**config.mk**
```make
export PLATFORM = sky130hd
export DESIGN_NAME = fu_mul_sequencer
export DESIGN_NICKNAME = d
export VERILOG_FILES = /design/src/rtl/fu_mul_sequencer.sv
export SDC_FILE = /design/constraint.sdc
export NUM_CORES = 1
export LEC_CHECK = 0
export BUFFER_PORTS_ARGS = -buffer_cell sky130_fd_sc_hd__buf_2
export CORE_AREA = 2 2 117 119
export DETAILED_ROUTE_END_ITERATION = 8
export DIE_AREA = 0 0 119 121
export HOLD_SLACK_MARGIN = 0.03
export PLACE_DENSITY = 0.83
export SYNTH_ARGS = -nofsm -noshare
export SYNTH_HDL_FRONTEND = slang
export SYNTH_SLANG_ARGS = --single-unit
```
**constraint.sdc**
```tcl
create_clock -name clk -period 3.4 [get_ports clk]
set_clock_uncertainty 0.1 [all_clocks]
set_input_delay 0.34 -clock clk [delete_from_list [all_inputs] [get_ports clk]]
set_output_delay 0.34 -clock clk [all_outputs]
set_load 0.1 [all_outputs]
```
**src/rtl/fu_mul_sequencer.sv**
```systemverilog
// Shift-and-add multiply controller that borrows the shared function unit for WIDTH iterations.
// Optional signed support is compiled in with FU_MUL_SIGNED_EN.
module fu_mul_sequencer #(
  parameter int unsigned WIDTH   = 32,
  parameter logic [4:0]  FS_PASS = 5'b00000,
  parameter logic [4:0]  FS_ADD  = 5'b00010,
  parameter logic [4:0]  FS_SUB  = 5'b00101
) (
  input  logic                 clk,
  input  logic                 rst,
  input  logic                 start,
`ifdef FU_MUL_SIGNED_EN
  input  logic                 op_signed,
`endif
  input  logic [WIDTH-1:0]     op_a,
  input  logic [WIDTH-1:0]     op_b,
  output logic                 busy,
  output logic                 done,
  output logic [2*WIDTH-1:0]   product,
  output logic                 prod_zero,
  output logic [WIDTH-1:0]     fu_a,
  output logic [WIDTH-1:0]     fu_b,
  output logic [4:0]           fu_fs,
  output logic [4:0]           fu_sh,
  input  logic [WIDTH-1:0]     fu_f,
  input  logic                 fu_c,
  input  logic                 fu_n,
  input  logic                 fu_v
);

  typedef enum logic [1:0] {StIdle, StIter, StDone} state_e;

  localparam logic [4:0] LastCnt = 5'(WIDTH - 1);

  state_e               state_q, state_d;
  logic [WIDTH-1:0]     m_q, m_d;
  logic [WIDTH-1:0]     p_q, p_d;
  logic [WIDTH-1:0]     q_q, q_d;
  logic [4:0]           cnt_q, cnt_d;
  logic [2*WIDTH-1:0]   prod_q, prod_d;
  logic                 zero_q, zero_d;
  logic                 signed_mode;
  logic                 shift_in;
  logic                 last_iter;
  logic [2*WIDTH-1:0]   pq_next;

`ifdef FU_MUL_SIGNED_EN
  logic sgn_q, sgn_d;
  assign signed_mode = sgn_q;
`else
  logic unused_flags;
  assign unused_flags = fu_n ^ fu_v;
  assign signed_mode  = 1'b0;
`endif

  assign last_iter = (cnt_q == LastCnt);

  // Signed mode sign-extends on PASS and uses the true sum sign (N^V) on ADD/SUB.
  always_comb begin
    shift_in = 1'b0;
    if (signed_mode) begin
      shift_in = q_q[0] ? (fu_n ^ fu_v) : p_q[WIDTH-1];
    end else begin
      shift_in = q_q[0] ? fu_c : 1'b0;
    end
  end

  assign pq_next = {shift_in, fu_f, q_q[WIDTH-1:1]};

  always_comb begin
    state_d = state_q;
    m_d     = m_q;
    p_d     = p_q;
    q_d     = q_q;
    cnt_d   = cnt_q;
    prod_d  = prod_q;
    zero_d  = zero_q;
`ifdef FU_MUL_SIGNED_EN
    sgn_d   = sgn_q;
`endif
    busy    = (state_q != StIdle);
    done    = (state_q == StDone);
    fu_a    = '0;
    fu_b    = '0;
    fu_fs   = FS_PASS;
    fu_sh   = 5'd0;

    case (state_q)
      StIdle: begin
        if (start) begin
          state_d = StIter;
          m_d     = op_a;
          q_d     = op_b;
          p_d     = '0;
          cnt_d   = 5'd0;
`ifdef FU_MUL_SIGNED_EN
          sgn_d   = op_signed;
`endif
        end
      end
      StIter: begin
        fu_a = p_q;
        fu_b = m_q;
        if (q_q[0]) begin
          fu_fs = (signed_mode && last_iter) ? FS_SUB : FS_ADD;
        end
        {p_d, q_d} = pq_next;
        cnt_d      = cnt_q + 5'd1;
        if (last_iter) begin
          state_d = StDone;
          prod_d  = pq_next;
          zero_d  = (pq_next == '0);
        end
      end
      StDone: begin
        state_d = StIdle;
      end
      default: begin
        state_d = StIdle;
      end
    endcase
  end

  always_ff @(posedge clk) begin
    if (rst) begin
      state_q <= StIdle;
      m_q     <= '0;
      p_q     <= '0;
      q_q     <= '0;
      cnt_q   <= 5'd0;
      prod_q  <= '0;
      zero_q  <= 1'b1;
`ifdef FU_MUL_SIGNED_EN
      sgn_q   <= 1'b0;
`endif
    end else begin
      state_q <= state_d;
      m_q     <= m_d;
      p_q     <= p_d;
      q_q     <= q_d;
      cnt_q   <= cnt_d;
      prod_q  <= prod_d;
      zero_q  <= zero_d;
`ifdef FU_MUL_SIGNED_EN
      sgn_q   <= sgn_d;
`endif
    end
  end

  assign product   = prod_q;
  assign prod_zero = zero_q;

endmodule

```
==> results by group, run 1 <==
Timing
  • Number of hold violations in the final report: 0
  • Fin Setup TNS: 0 ns
  • Fin crit share: 81.1%
  • Worst-Margin Slew: 1.07 ns
  • FMAX: 363 MHz
  • Final setup vio count: 0
  • Min Tclk post-route: 2.76 ns
  • Worst rel slew slack: 28.7%
  • RSZ-0062 raised after global routing: no
  • Pins Over Slew Limit: 0
  • Worst hold slack: 0.0504 ns

Routing
  • Iter 0 DRT Violations: 662
  • Routed wire length: 18200 um
  • Residual DRC: 0
  • Via/cell ratio: 5.21
  • Via count: 6580
  • Initial DRT Pass Iterations: 5
  • Post-route ant nets: 0
  • Wire per inst: 14.4 um

Worst setup path
  • Cells along the critical path: and2b_2 > buf_4 > and2_1 > buf_2
  • Worst endpoint data arrival time: 2.32 ns
  • Slowest stage cell, crit path: buf_4
  • Crit-path max FO: 77
  • Setup slack, reg-to-reg: 1.08 ns
  • Worst r2r src: cnt_q[0]$_SDFFE_PP0P_
  • Worst path max stage delay: 0.51 ns
  • Setup CP Type: reg -> out
  • Worst reg2reg path endpoint: product[9]$_SDFFE_PP0P_
  • R2R depth: 7
  • CP required: 2.96 ns
  • Crit. End Element: primary output
  • CP startpoint kind: flop

GRT
  • Gr usage total: 25.3%
  • Vias in the first global route: 6078
  • Largest net degree at the start of global routing: 102
  • Initial antenna violation count: 2
  • First-pass GRT wire length: 29400 um
  • Congestion Overflow GR: 0

Layout
  • Area grow syn2layout: 26.2%
  • Ratio of cells with drive above 1 in the final layout: 25.7%
  • Core Util, Final: 65.5%
  • Nets: 1178
  • Post-route design area: 0.00856 sq mm
  • Commonest non-fill, non-tap cell in the layout: nand2_1
  • Antenna diode count: 0
  • Most frequent cells in the layout: nand2_1 (290), buf_2 (230), dfxtp_1 (168)

Place
  • PortBufs: 231
  • Area after DPL: 0.00794 sq mm
  • Placer Congestion: 0.781
  • HPWL Detailed: 12000 um

Power
  • Maximum vdd drop: 288 uV
  • Total power: 0.00472 W
  • Pwr dens: 551 mW/mm^2
  • Leak pwr: 3.75 nW

Clocking
  • Postcts setup bufs: 0
  • Clk_lat worst skew: 0.42 ns
  • Max Root-Sink Buffers: 2
  • Clock sink count: 168
  • CTS buffer count: 17
  • CTS tree: built
  • Post-CTS Hold Buffers: 0
  • CTS resizes: 0
  • H-tree level count: 4
  • Clock transition at the registers of the reported paths: 0.06 ns
  • CTS root buf: clkbuf_16

Synth
  • EDFF count, synth: 0
  • Top FF cell, synth: dfxtp_1
  • Asr flop ratio synth: 0%
  • Post-synth cell types: 28
  • Top cells by area, synth: dfxtp_1 (50%), nand2_1 (16%), a21oi_1 (10%), and2_1 (6.1%), a311oi_1 (4.1%)
  • Syn Inst Count: 886
  • Mapped cell area: 0.00678 sq mm
  • Post-Syn Area per Cell: 7.66 sq um
  • Yosys reg bits: 168
  • Yosys warning count: 0
  • Synth area leader: dfxtp_1
  • Yosys top cell area share: 49.6%
  • Sequential area share after synthesis: 49.6%

Min path
  • Hold path startpoint: op_a[25]
  • WHS Endpoint: m_q[25]$_SDFFE_PP0P_
  • Hold depth: 3
  • Hold Path Class: in -> reg

Die
  • Core area: 0.0131 sq mm
  • Die Wd: 119 um
  • Die Area: 0.0144 sq mm
  • # rows: 42
  • Starting Density: 51.8%
  • Die H: 121 um
  • I/O pin cnt: 243

Run
  • Max capacitance violation total: 0

Outcome
  • Outcome: finished clean
-- layout make-up --
type	instances	area, sq um
Clock inverter	8	143
Sequential cell	168	3360
Clock buffer	24	482
Tap cell	176	220
Fill cell	1154	4520
Timing Repair Buffer	242	1250
Multi-Input combinational cell	644	3100
Inverter	1	3.75
-- report_power, final --
group / switching (W) / total [W] / internal [W]
registers: 0.0000657 / 0.00212 / 0.00205
clock network: 0.000741 / 0.00203 / 0.00129
logic: 0.000426 / 0.000577 / 0.000151
-- Yosys cell counts, types with 2 or more instances --
master / instances
ha_1: 2
nand2b_1: 2
a311oi_1: 32
buf_4: 11
and2_1: 66
dfxtp_1: 168
nor4_2: 3
buf_2: 22
nor4_1: 12
clkbuf_1: 44
nand4_1: 4
a21oi_1: 135
nand2_1: 292
nor2_1: 40
buf_1: 4
nand3_1: 37
-- how the worst max path moves through the flow --
stage,startpoint,endpoint,cells after the start
global route,state_q[0]$_SDFFE_PP0P_,fu_a[6],4
global placement,cnt_q[0]$_SDFFE_PP0P_,product[16]$_SDFFE_PP0P_,7
detailed placement,cnt_q[0]$_SDFFE_PP0P_,product[9]$_SDFFE_PP0P_,7
floorplan,state_q[1]$_SDFFE_PP0P_,fu_a[0],4
CTS,state_q[0]$_SDFFE_PP0P_,fu_a[6],4
finish,state_q[0]$_SDFFE_PP0P_,fu_a[6],4
-- metrics by stage --
step,std cells,worst slack [ns]
finish,1263,0.644
global route,1263,0.498
CTS,1263,0.625
detailed placement,1231,1.05
global placement,1231,1.10
floorplan,894,1.23
-- cell families after synthesis --
| family | share of synthesized area [%] |
|---|---|
| AOI/OAI and AO/OA | 14.3 |
| adders and majority gates | 0.369 |
| buffers and inverters | 5.55 |
| DFF | 49.6 |
| other | 0.0553 |
| and+or+nand+nor | 30.1 |
-- routing by layer --
| layer | routed length [um] | track usage (%) |
|---|---|---|
| met4 | 310 | 8.56 |
| met3 | 1340 | 6.48 |
| met5 | 16 | 0 |
| met1 | 7670 | 31.6 |
| met2 | 8870 | 42.6 |
-- flip-flops by register name (all words and copies together) (netlist names) --
signal / flops
product: 64
m_q: 32
p_q: 32
q_q: 32
cnt_q: 5
state_q: 2
prod_zero: 1
-- critical path: cells and delay by family (launching register included) --
kind,cells,cell delay [ns]
DFF,1,0.44
and+or+nand+nor,2,0.48
buffers and inverters,2,0.94
Note: power is estimated with default switching activity, not from simulation.
==> run 2, diff against run 1 <==
- CORE_AREA: 2 2 117 119 -> 2 2 120 122
- DIE_AREA: 0 0 119 121 -> 0 0 122 124
- PLACE_DENSITY: 0.83 -> 0.79
- clock period: 3.4 -> 2.9 ns (I/O delays scaled with it)
==> results by group, run 2 (synthesis results as in run 1) <==
Place
  • HPWL Detailed: 12300 um (+2.4%)
  • Cell count after placement: 1235 (+0.32%)
  • PortBufs: 231 (unchanged)
  • Area after DPL: 0.00800 sq mm (+0.69%)
  • Placer Congestion: 0.785 (+0.54%)

GRT
  • Gr usage total: 25.8% (+0.56 points)
  • First-pass GRT wire length: 31100 um (+5.7%)
  • Congestion Overflow GR: 0 (unchanged)
  • Vias in the first global route: 6474 (+6.5%)
  • Largest net degree at the start of global routing: 169 (+66%)
  • Initial antenna violation count: 1 (-1)

Layout
  • Max reg flops: 64 (unchanged)
  • Area grow syn2layout: 34.2%
  • Fin cells: 1324 (+4.8%)
  • Ratio of cells with drive above 1 in the final layout: 24.3% (-1.3 points)
  • Nets: 1234 (+4.8%)
  • Most frequent cells in the layout: nand2_1 (290), buf_2 (230), dfxtp_1 (168)
  • Commonest non-fill, non-tap cell in the layout: nand2_1
  • Post-route design area: 0.00910 sq mm (+6.3%)

Worst setup path
  • CP startpoint kind: flop
  • Worst reg2reg path endpoint: product[2]$_SDFFE_PP0P_
  • Cells along the critical path: and2b_2 > buf_12 > and2_1 > buf_2
  • CP required: 2.51 ns (-0.45 ns)
  • Worst path max stage delay: 0.44 ns (-0.07 ns)
  • Setup CP Type: reg -> out
  • Setup slack, reg-to-reg: 0.76 ns (-0.32 ns)
  • Crit-path max FO: 85 (+10%)
  • Worst r2r src: state_q[0]$_SDFFE_PP0P_
  • Worst endpoint data arrival time: 2.23 ns (-0.09 ns)
  • Crit. End Element: primary output
  • Slowest stage cell, crit path: dfxtp_1
  • R2R depth: 6 (-1)

Die
  • # rows: 43 (+2.4%)
  • Starting Density: 49.4% (-2.4 points)
  • I/O pin cnt: 243 (unchanged)
  • Die H: 124 um (+2.5%)
  • Core area: 0.0137 sq mm (+4.8%)
  • Die Wd: 122 um (+2.5%)
  • Die Area: 0.0151 sq mm (+5.1%)

Clocking
  • Post-CTS Hold Buffers: 56 (+56)
  • H-tree level count: 4 (unchanged)
  • Clk_lat worst skew: 0.42 ns (about the same)
  • Postcts setup bufs: 0 (unchanged)
  • CTS root buf: clkbuf_16
  • Max Root-Sink Buffers: 2 (unchanged)
  • Clock sink count: 168 (unchanged)
  • CTS tree: built
  • Clock transition at the registers of the reported paths: 0.07 ns (about the same)
  • CTS resizes: 0 (unchanged)
  • CTS buffer count: 17 (unchanged)

Timing
  • Final setup vio count: 0 (unchanged)
  • Worst-Margin Slew: 0.769 ns (-0.301 ns)
  • Fin Setup TNS: 0 ns (unchanged)
  • Min Tclk post-route: 2.62 ns
  • Pins Over Slew Limit: 0 (unchanged)
  • FMAX: 382 MHz
  • RSZ-0062 raised after global routing: no
  • Worst rel slew slack: 48.7% (+20 points)
  • Number of hold violations in the final report: 0 (unchanged)
  • Fin crit share: 90.4%

Routing
  • Routed wire length: 19900 um (+9.3%)
  • Wire per inst: 15.0 um (+4.2%)
  • Initial DRT Pass Iterations: 5 (unchanged)
  • Via/cell ratio: 5.23 (+0.35%)
  • Residual DRC: 0 (unchanged)
  • Post-route ant nets: 0 (unchanged)
  • Via count: 6922 (+5.2%)
  • Iter 0 DRT Violations: 552 (-17%)

Run
  • Max capacitance violation total: 0 (unchanged)

Power
  • Pwr dens: 587 mW/mm^2 (+6.5%)
  • Maximum vdd drop: 380 uV (+32%)
  • Leak pwr: 3.96 nW (+5.9%)

Min path
  • Hold path startpoint: op_b[9]
  • Hold depth: 3 (unchanged)
  • WHS Endpoint: q_q[9]$_SDFFE_PP0P_
  • Hold Path Class: in -> reg

Outcome
  • Outcome: finished clean
run 2: power breakdown:
| group | leakage, nW | internal [W] | switching [W] |
|---|---|---|---|
| clock network | 0.272 | 0.00122 | 0.000881 |
| logic | 2.32 | 0.000234 | 0.000524 |
| registers | 1.37 | 0.00241 | 0.0000772 |
| total | 3.96 | 0.00386 | 0.00148 |
run 2: layer usage:
| layer | GRT usage (%) | share of wire [%] |
|---|---|---|
| met1 | 31.9 | 42 |
| met3 | 6.18 | 6.4 |
| met2 | 43.1 | 48 |
| met4 | 11.4 | 2.9 |
| met5 | 0 | 0 |
run 2: worst max-delay path by stage:
stage | startpoint | cells past startpoint | endpoint
finish | state_q[0]$_SDFFE_PP0P_ | 4 | fu_a[12]
global route | state_q[0]$_SDFFE_PP0P_ | 4 | fu_a[12]
CTS | state_q[0]$_SDFFE_PP0P_ | 4 | fu_a[12]
detailed placement | state_q[0]$_SDFFE_PP0P_ | 4 | fu_a[12]
global placement | state_q[0]$_SDFFE_PP0P_ | 4 | fu_a[12]
floorplan | state_q[1]$_SDFFE_PP0P_ | 4 | fu_a[0]
run 2: cell type report:
class	instances	area (sq um)
Timing Repair Buffer	298	1860
Inverter	1	3.75
Clock buffer	24	472
Sequential cell	168	3360
Clock inverter	8	72.6
Multi-Input combinational cell	644	3100
Antenna cell	1	2.50
Tap cell	180	225
Fill cell	1168	4620
run 2: through the flow:
stage	setup WS, ns	power, W	utilization (%)	hold slack, ns
4_1_cts	0.271	0.00536	66.3	0.0307
5_1_grt	0.153	0.00554	66.3	0.0415
6_report	0.280	0.00534	66.3	0.0413
3_5_place_dp	0.722	0.00322	58.3	0.342
2_1_floorplan	0.780	0.00302	-	0.326
3_3_place_gp	0.737	0.00321	58.3	0.338
run 2: worst max-delay path, delay by kind of cell (launching register included):
family        cells  cell delay (ns)
buf+inv           2             0.75
simple gates      2             0.59
flops             1             0.44
==> run 3, diff against run 2 <==
- CORE_AREA: 2 2 120 122 -> 2 2 134 110
- DIE_AREA: 0 0 122 124 -> 0 0 136 112
==> results by group, run 3 (synthesis results as in run 1) <==
Timing
  • Worst hold slack: 0.0435 ns (+0.00217 ns)
  • Fin Setup TNS: 0 ns (unchanged)
  • Worst-Margin Slew: 0.672 ns (-0.0972 ns)
  • Pins Over Slew Limit: 0 (unchanged)
  • Final worst slack: 0.199 ns (-0.0807 ns)
  • Min Tclk post-route: 2.70 ns (+0.0807 ns)
  • RSZ-0062 raised after global routing: no
  • FMAX: 370 MHz (-3.0%)
  • Fin crit share: 93.1% (+2.8 points)
  • Number of hold violations in the final report: 0 (unchanged)
  • Final setup vio count: 0 (unchanged)
  • Worst rel slew slack: 54.8% (+6.1 points)

Routing
  • Met1 WL: 9010 um (+6.8%)
  • Uppermost layer routed: met4
  • Via count: 6981 (+0.85%)
  • Iter 0 DRT Violations: 430 (-22%)
  • Via/cell ratio: 5.21 (-0.28%)
  • Routed wire length: 20500 um (+3.1%)
  • Initial DRT Pass Iterations: 5 (unchanged)
  • Residual DRC: 0 (unchanged)
  • Post-route ant nets: 0 (unchanged)
  • Wire per inst: 15.3 um (+1.9%)
  • Routed wl met3: 1570 um (+22%)
  • Met2 WL: 9430 um (-1.8%)

Die
  • Die Area: 0.0152 sq mm (+0.69%)
  • Core area: 0.0140 sq mm (+1.7%)
  • Starting Density: 48.6% (-0.84 points)
  • Die H: 112 um (-9.7%)
  • # rows: 39 (-9.3%)
  • I/O pin cnt: 243 (unchanged)
  • Die Wd: 136 um (+11%)

Clocking
  • CTS buffer count: 17 (unchanged)
  • Clock transition at the registers of the reported paths: 0.06 ns (about the same)
  • Clk_lat worst skew: 0.42 ns (about the same)
  • H-tree level count: 4 (unchanged)
  • CTS root buf: clkbuf_16
  • Clock sink count: 168 (unchanged)
  • Max Root-Sink Buffers: 2 (unchanged)
  • Postcts setup bufs: 0 (unchanged)
  • CTS tree: built

GRT
  • Congestion Overflow GR: 0 (unchanged)
  • First-pass GRT wire length: 32000 um (+3.1%)
  • Vias in the first global route: 6368 (-1.6%)
  • Largest net degree at the start of global routing: 53 (-69%)
  • Initial antenna violation count: 0 (-1)
  • Gr usage total: 26.4% (+0.57 points)

Layout
  • Nets: 1247 (+1.1%)
  • Commonest non-fill, non-tap cell in the layout: nand2_1
  • Ratio of cells with drive above 1 in the final layout: 24.4% (+0.094 points)
  • Most frequent cells in the layout: nand2_1 (290), buf_2 (230), dfxtp_1 (168)
  • Filler Cells Inserted: 1167 (-0.086%)
  • Max reg flops: 64 (unchanged)
  • Core Util, Final: 66.5% (+0.18 points)
  • Fin cells: 1339 (+1.1%)
  • Antenna diode count: 0 (-1)
  • Area grow syn2layout: 36.9%

Worst setup path
  • Worst endpoint data arrival time: 2.31 ns (+0.08 ns)
  • Crit path buf inv count: 2 (unchanged)
  • Worst path max stage delay: 0.45 ns (about the same)
  • Setup CP Type: reg -> out
  • CP startpoint kind: flop
  • Crit-path max FO: 35 (-59%)
  • Top delay family on crit path: buffers and inverters
  • Cells along the critical path: and2b_4 > buf_4 > and2_1 > buf_2
  • Crit. End Element: primary output
  • CP required: 2.51 ns (about the same)
  • Setup slack, reg-to-reg: 0.77 ns (about the same)
  • Slowest stage cell, crit path: dfxtp_1

Place
  • Cell count after placement: 1243 (+0.65%)
  • PortBufs: 231 (unchanged)
  • Dpl ws: 0.554 ns (-0.168 ns)
  • HPWL Detailed: 12600 um (+2.9%)
  • Placer Congestion: 0.800 (+1.9%)

Power
  • Maximum vdd drop: 548 uV (+44%)
  • Leak pwr: 4.05 nW (+2.1%)
  • Pwr dens: 602 mW/mm^2 (+2.6%)

Outcome
  • Outcome: finished clean

Min path
  • Hold Path Class: in -> reg

Run
  • Max capacitance violation total: 0 (unchanged)
[run 3: final timing paths]
check,startpoint,endpoint,cells after the start
setup / recovery,state_q[0]$_SDFFE_PP0P_,fu_b[19],4
hold / removal,op_b[7],q_q[7]$_SDFFE_PP0P_,3
setup reg to reg,state_q[0]$_SDFFE_PP0P_,prod_zero$_SDFFE_PP1P_,5
hold reg to reg,m_q[6]$_SDFFE_PP0P_,m_q[6]$_SDFFE_PP0P_,2
[run 3: what timing repair did]
item,in CTS,in global routing
hold buffers,65,0
setup endpoints to repair,0,35
gates resized for setup,0,1
endpoints found under the hold margin,77,0
[run 3: worst register-to-register path, stage by stage, from the launching register on]
cell and delay [ns]:
dfxtp_1 0.45, and2b_4 0.43, and2_2 0.51, buf_12 0.27
nand4_1 0.15, o21ai_1 0.16
[run 3: area by class of cell]
cell class,count,area (sq um),share of cell area (%)
Sequential cell,168,3360,36.2
Multi-Input combinational cell,644,3100,33.4
Timing Repair Buffer,311,1980,21.4
Clock buffer,22,454,4.89
Tap cell,184,230,2.48
Clock inverter,9,149,1.60
Inverter,1,3.75,0.0404
[run 3: stage by stage]
stage | power [W] | instance area (sq um)
after floorplan | 0.00302 | 6810
after global placement | 0.00322 | 8030
after detailed placement | 0.00323 | 8030
after CTS | 0.00562 | 9280
after global routing | 0.00581 | 9290
final | 0.00559 | 9290
[run 3: power by group]
part | total, W | internal, W | switching [W] | leakage (nW)
registers | 0.00248 | 0.00241 | 0.0000799 | 1.37
clock network | 0.00233 | 0.00146 | 0.000878 | 0.298
logic | 0.000774 | 0.000245 | 0.000529 | 2.38
[run 3: routing by layer]
metal | global-route usage, % | vias to the layer above
met2 | 41.6 | 273
met3 | 6.79 | 41
li1 | - | 3432
met1 | 34.5 | 3235
met4 | 10.7 | 0
met5 | 0 | -
